File: src/rtl/riscv_str_alu_pkg.sv
// Shared definitions for the string execution unit: operator codes and FSM states.
package riscv_defines;

    localparam int STR_OP_WIDTH = 2;

    localparam logic [STR_OP_WIDTH-1:0] STR_OP_UPPER = 2'b00;
    localparam logic [STR_OP_WIDTH-1:0] STR_OP_LOWER = 2'b01;
    localparam logic [STR_OP_WIDTH-1:0] STR_OP_LEET  = 2'b10;
    localparam logic [STR_OP_WIDTH-1:0] STR_OP_ROT13 = 2'b11;

    typedef enum logic [1:0] {
        STR_IDLE,
        STR_BUSY,
        STR_DONE
    } str_alu_state_e;

endpackage

File: src/rtl/riscv_str_alu_byte_xform.sv
// Combinational per-character transform for the string ops; holds every character table.
module riscv_str_byte_xform
    import riscv_defines::*;
(
    input  logic [STR_OP_WIDTH-1:0] i_op,
    input  logic [7:0]              i_byte,
    output logic [7:0]              o_byte
);

    logic       w_is_lower;
    logic       w_is_upper;
    logic [7:0] w_folded;

    assign w_is_lower = (i_byte >= 8'h61) && (i_byte <= 8'h7A);
    assign w_is_upper = (i_byte >= 8'h41) && (i_byte <= 8'h5A);
    // Only meaningful for letters: maps 'A'..'Z' onto 'a'..'z'
    assign w_folded   = i_byte | 8'h20;

    always_comb begin
        o_byte = i_byte;
        unique case (i_op)
            STR_OP_UPPER: if (w_is_lower) o_byte = i_byte - 8'h20;
            STR_OP_LOWER: if (w_is_upper) o_byte = i_byte + 8'h20;
            STR_OP_LEET: begin
                if (w_is_lower || w_is_upper) begin
                    case (w_folded)
                        8'h61:   o_byte = 8'h34;
                        8'h65:   o_byte = 8'h33;
                        8'h69:   o_byte = 8'h31;
                        8'h6F:   o_byte = 8'h30;
                        8'h73:   o_byte = 8'h35;
                        8'h74:   o_byte = 8'h37;
                        default: o_byte = i_byte;
                    endcase
                end
            end
            STR_OP_ROT13: begin
                // First half of each alphabet moves up 13, second half wraps down 13
                if (w_is_lower)
                    o_byte = (i_byte <= 8'h6D) ? i_byte + 8'd13 : i_byte - 8'd13;
                else if (w_is_upper)
                    o_byte = (i_byte <= 8'h4D) ? i_byte + 8'd13 : i_byte - 8'd13;
            end
            default: o_byte = i_byte;
        endcase
    end

endmodule

File: src/rtl/riscv_str_alu.sv
// Byte-serial string ALU: accepts a word, transforms one byte per cycle LSB first,
// then holds the result until the EX stage takes it.
module riscv_str_alu
    import riscv_defines::*;
(
    input  logic                    clk,
    input  logic                    rst_n,
    input  logic                    enable_i,
    input  logic [STR_OP_WIDTH-1:0] operator_i,
    input  logic [31:0]             operand_i,
    input  logic                    clear_i,
    input  logic                    ex_ready_i,
    output logic                    ready_o,
    output logic                    valid_o,
    output logic [31:0]             result_o,
    output logic                    null_found_o
);

    str_alu_state_e          r_state;
    str_alu_state_e          w_state_next;
    logic [1:0]              r_idx;
    logic [STR_OP_WIDTH-1:0] r_op;
    logic [31:0]             r_work;
    logic                    r_null;
    logic [7:0]              w_byte_in;
    logic [7:0]              w_byte_out;

    assign w_byte_in = r_work[{r_idx, 3'b000} +: 8];

    riscv_str_byte_xform u_xform (
        .i_op   (r_op),
        .i_byte (w_byte_in),
        .o_byte (w_byte_out)
    );

    always_ff @(posedge clk or negedge rst_n) begin
        if (!rst_n) r_state <= STR_IDLE;
        else        r_state <= w_state_next;
    end

    always_comb begin
        w_state_next = r_state;
        unique case (r_state)
            STR_IDLE: if (enable_i)        w_state_next = STR_BUSY;
            STR_BUSY: if (r_idx == 2'd3)   w_state_next = STR_DONE;
            STR_DONE: if (ex_ready_i)      w_state_next = STR_IDLE;
            default:                       w_state_next = STR_IDLE;
        endcase
        if (clear_i) w_state_next = STR_IDLE;
    end

    always_ff @(posedge clk or negedge rst_n) begin
        if (!rst_n) begin
            r_idx  <= 2'd0;
            r_op   <= STR_OP_UPPER;
            r_work <= 32'd0;
            r_null <= 1'b0;
        end else if (!clear_i) begin
            if (r_state == STR_IDLE && enable_i) begin
                r_idx  <= 2'd0;
                r_op   <= operator_i;
                r_work <= operand_i;
                r_null <= 1'b0;
            end else if (r_state == STR_BUSY) begin
                // Once a NUL is seen the rest of the word is left untouched
                if (w_byte_in == 8'h00)
                    r_null <= 1'b1;
                else if (!r_null)
                    r_work[{r_idx, 3'b000} +: 8] <= w_byte_out;
                r_idx <= r_idx + 2'd1;
            end
        end
    end

    assign ready_o      = (r_state == STR_IDLE);
    assign valid_o      = (r_state == STR_DONE);
    assign result_o     = r_work;
    assign null_found_o = r_null;

endmodule

File: config.mk
export PLATFORM = sky130hd
export DESIGN_NAME = riscv_str_alu
export DESIGN_NICKNAME = d
export VERILOG_FILES = /design/src/rtl/riscv_str_alu_pkg.sv /design/src/rtl/riscv_str_alu_byte_xform.sv /design/src/rtl/riscv_str_alu.sv
export SDC_FILE = /design/constraint.sdc
export NUM_CORES = 1
export LEC_CHECK = 0
export ABC_CLOCK_PERIOD_IN_PS = 3600
export BUFFER_PORTS_ARGS = -buffer_cell sky130_fd_sc_hd__buf_2
export CAP_MARGIN = 0
export CORE_UTILIZATION = 45
export CTS_CLUSTER_DIAMETER = 60
export DETAILED_ROUTE_END_ITERATION = 7
export MAX_ROUTING_LAYER = met4
export PLACE_DENSITY = 0.71
export SETUP_SLACK_MARGIN = 0.1
export SLEW_MARGIN = 20
export SYNTH_ARGS = -nofsm -noshare
export SYNTH_HDL_FRONTEND = slang
export SYNTH_SLANG_ARGS = --single-unit
File: constraint.sdc
create_clock -name clk -period 3.6 [get_ports clk]
set_input_delay 0.54 -clock clk [delete_from_list [all_inputs] [get_ports clk]]
set_output_delay 0.54 -clock clk [all_outputs]
set_load 0.01 [all_outputs]
==> metrics.md <==
| Metric | Value |
|---|---|
| Max Clk Rate | between 300 and 400 MHz |
| Clk Latency, worst-skew pair | 290 ps |
| Sequential fraction of the synthesis area | 0.3062 |
| Starting DRT DRC Count | a little over 300 |
| WL final | roughly 11 mm |
| Residual antenna-violating net count after detailed routing | 0 |
| Largest net degree at the start of global routing | 40 |
| Initial antenna violation count | 0 |
| M1 wire length | between 4 and 5 mm |
| WL met2 | ~5.0 mm |
| Crit-path cells | buf_4 -> mux4_1 -> buf_4 -> o21a_1 -> a311o_1 -> a32oi_1 -> mux2i_1 -> o21ai_0 -> o31ai_1 |
| Total track usage | 0.3022 |
| Warnings from Yosys | 0 |
| Critical path launch point type | register |
| Starting Density | 0.4665 |
| Detail Placement HPWL | around 8 mm |
| Library cells used by synthesis | a little under 60 |
| I/O pins | 74 |
| N_diodes | 0 |
| Clock skew | roughly 4.5 ps |
| Slowest cell on crit path | mux4_1 |
| Finish-stage setup viols | 0 |
| Status | complete, no violations |
| CTS Buf Count | 5 |
| CP delay by family, top | compound AO/OA/AOI/OAI gates |
| CTS tree | built |
| Max-slew violations | 0 |
| IR drop worst, VDD | about 420 uV |
| Share of the synthesized area in the top cell type | 0.3062 |
| Simple-gate area share of the yosys netlist | 0.2576 |
| Final Hold Fails | 0 |
| Port Buffers | 73 |
| Clock sink count | 39 |
| Synth-to-Final Area Change | 21.04% |
| First-pass GRT wire length | about 17 mm |
| Maxcap violations | 0 |
| Area post-placement | 0.003731 mm2 |
| Crit-path max cell delay | 670 ps |
| TNS Setup | 0 ps |
| Met3 WL | roughly 850 um |
| Fraction of layout cells with a size suffix above 1 | 0.2660 |
| Critical path class | register to register |
| Vias in the first global route | 3247 |
| Mapped Area | ~0.0032 mm2 |
| Avg Inst Size Synth | between 8 and 9 um2 |
| Die Area | between 0.007 and 0.008 mm2 |
| EDFF count, synth | 0 |
| Post-Syn Instances | just under 400 |
| Drt first pass iters | 5 |
| Asr flop ratio synth | 1.000 |
| Core Util, Final | 0.5647 |
| Worst-path clk slew | about 90 ps |
| Minimum clock period | 3271 ps |
| Core area | just under 0.007 mm2 |
| Most frequent cells in the layout | 73 x buf_2, 52 x a21oi_1, 37 x dfrtp_1, 35 x nor2_1, 27 x nand2_1 |
| H-Tree Depth | 2 |
| Synth Net Count | ~440 |
| Most used DFF post-synth | dfrtp_1 |
| Clk root buf | clkbuf_8 |
| #FFs+latches synth | 39 |
| Post-Synth XOR/XNOR Area | 0.01099 |
| Slew @ Worst Pin | between 900 and 1000 ps |
| Most common cell after layout, fill and taps aside | buf_2 |
| # rows | 30 |
| Power density over the cells | around 790 mW/mm2 |
| Synth area leaders | dfrtp_1 31%, a21oi_1 8.2%, ha_1 5.1% |
| Static leakage | ~1.8 nW |
| Top sig layer | met4 |
| GRT overflow | 0 |
| Max Buffers Root-to-Sink | 2 |
| Post-synthesis mux area share | 0.07735 |
| Crit path buffers/inverters | 2 |
| Crit path max fanout | 9 |
| # DRC | 0 |
| WL per Instance | ~19 um |
| Crit. End Element | register |
| RSZ-0062 raised after global routing | no |
| Most frequent cell on the critical path | buf_4 |
| Worst endpoint data arrival time | roughly 3400 ps |
| Combinational family with the most area after synthesis | simple AND/OR/NAND/NOR gates |
| Hold Crit Class | input pin to asynchronous set/reset pin |
| Synth Area in Adders | 0.05104 |
| Final worst-path cycle share | 0.9085 |
| Final Net Count | around 520 |
| CP required | between 3000 and 4000 ps |
| Leading area contributor after synthesis | dfrtp_1 |
| Vias | about 3500 |
| Synth Area in Compound Gates | 0.2458 |
| Die Y | between 80 and 90 um |
| Design area | 0.003857 mm2 |
| GPL Wtd Cong | 0.9236 |
| Die W | approximately 86 um |
| Vias per cell | about 6.2 |
| Max-Slew Margin vs Limit | 0.3997 |
[worst paths after layout]
| check | startpoint | endpoint | slack [ps] | cells after the start |
|---|---|---|---|---|
| max reg2reg | r_idx[0] | result_o[11] | 330 | 9 |
| min in group clk | clear_i | r_state[1] | 430 | 2 |
| min reg2reg | result_o[29] | result_o[29] | 530 | 2 |
| max in group asynchronous | rst_n | r_idx[1] | 2610 | 1 |
| max | r_idx[0] | result_o[11] | 330 | 9 |
| min | rst_n | result_o[14] | 350 | 1 |
[state kept, by name (all words and copies together) (netlist names)]
signal	cells
r_state	2
null_found_o	1
r_op	2
r_idx	2
result_o	32
[synth_stat cells (5+ instances only)]
cell       n
a41oi_1    5
and3_1    20
nand3_1   13
o21ai_0   16
inv_1     15
nand4_1    5
nand2b_1   6
o31ai_1   11
and2_1     6
a21oi_1   52
or3_1     10
dfrtp_1   39
buf_2     10
nor2_1    35
ha_1      13
nor3_1     9
a21o_1     6
nand2_1   27
clkbuf_1   8
mux4_2     7
[routing by layer]
layer,up-vias,GRT usage
met5,-,-
met4,0,0.07576
met3,25,0.05486
met2,163,0.4913
met1,1682,0.3900
li1,1622,-
[kinds of logic after synthesis]
kind of cell / Yosys count
simple gates: 155
compound gates: 125
flops: 39
buf+inv: 36
mux: 14
fa+ha+maj: 13
xor+xnor: 4
[where the power goes]
group	leakage (nW)	internal (mW)	switching (mW)
clock	0.0408	0.139	0.171
sequential	0.491	0.570	0.143
combinational	1.25	0.819	1.20
[metrics by stage]
stage | power (mW) | setup slack, ps | hold WS (ps) | cells
2_1_floorplan | 1.983 | 347.4 | 244.4 | 386
3_3_place_gp | 2.659 | 107.3 | 495.6 | 556
3_5_place_dp | 2.656 | 201.6 | 500.8 | 556
4_1_cts | 2.975 | 161.9 | 400.2 | 564
5_1_grt | 3.243 | 135.6 | 415.0 | 566
6_report | 3.040 | 329.5 | 354.3 | 566
[repair_timing]
item,4_1_cts,5_1_grt
hold buffers,0,0
endpoints found under the setup margin,0,31
resized for setup,0,5
setup buffers,0,2
[cell type report]
type,count,area (um2)
clock buffers,5,68.82
clock inverters,3,23.77
fillers,650,2974
inverters,15,56.30
multi-input cells,311,2064
flip-flops and latches,39,978.4
well taps,96,120.1
repair buffers,97,545.5
No activity file was read; power rests on OpenSTA's default activity.
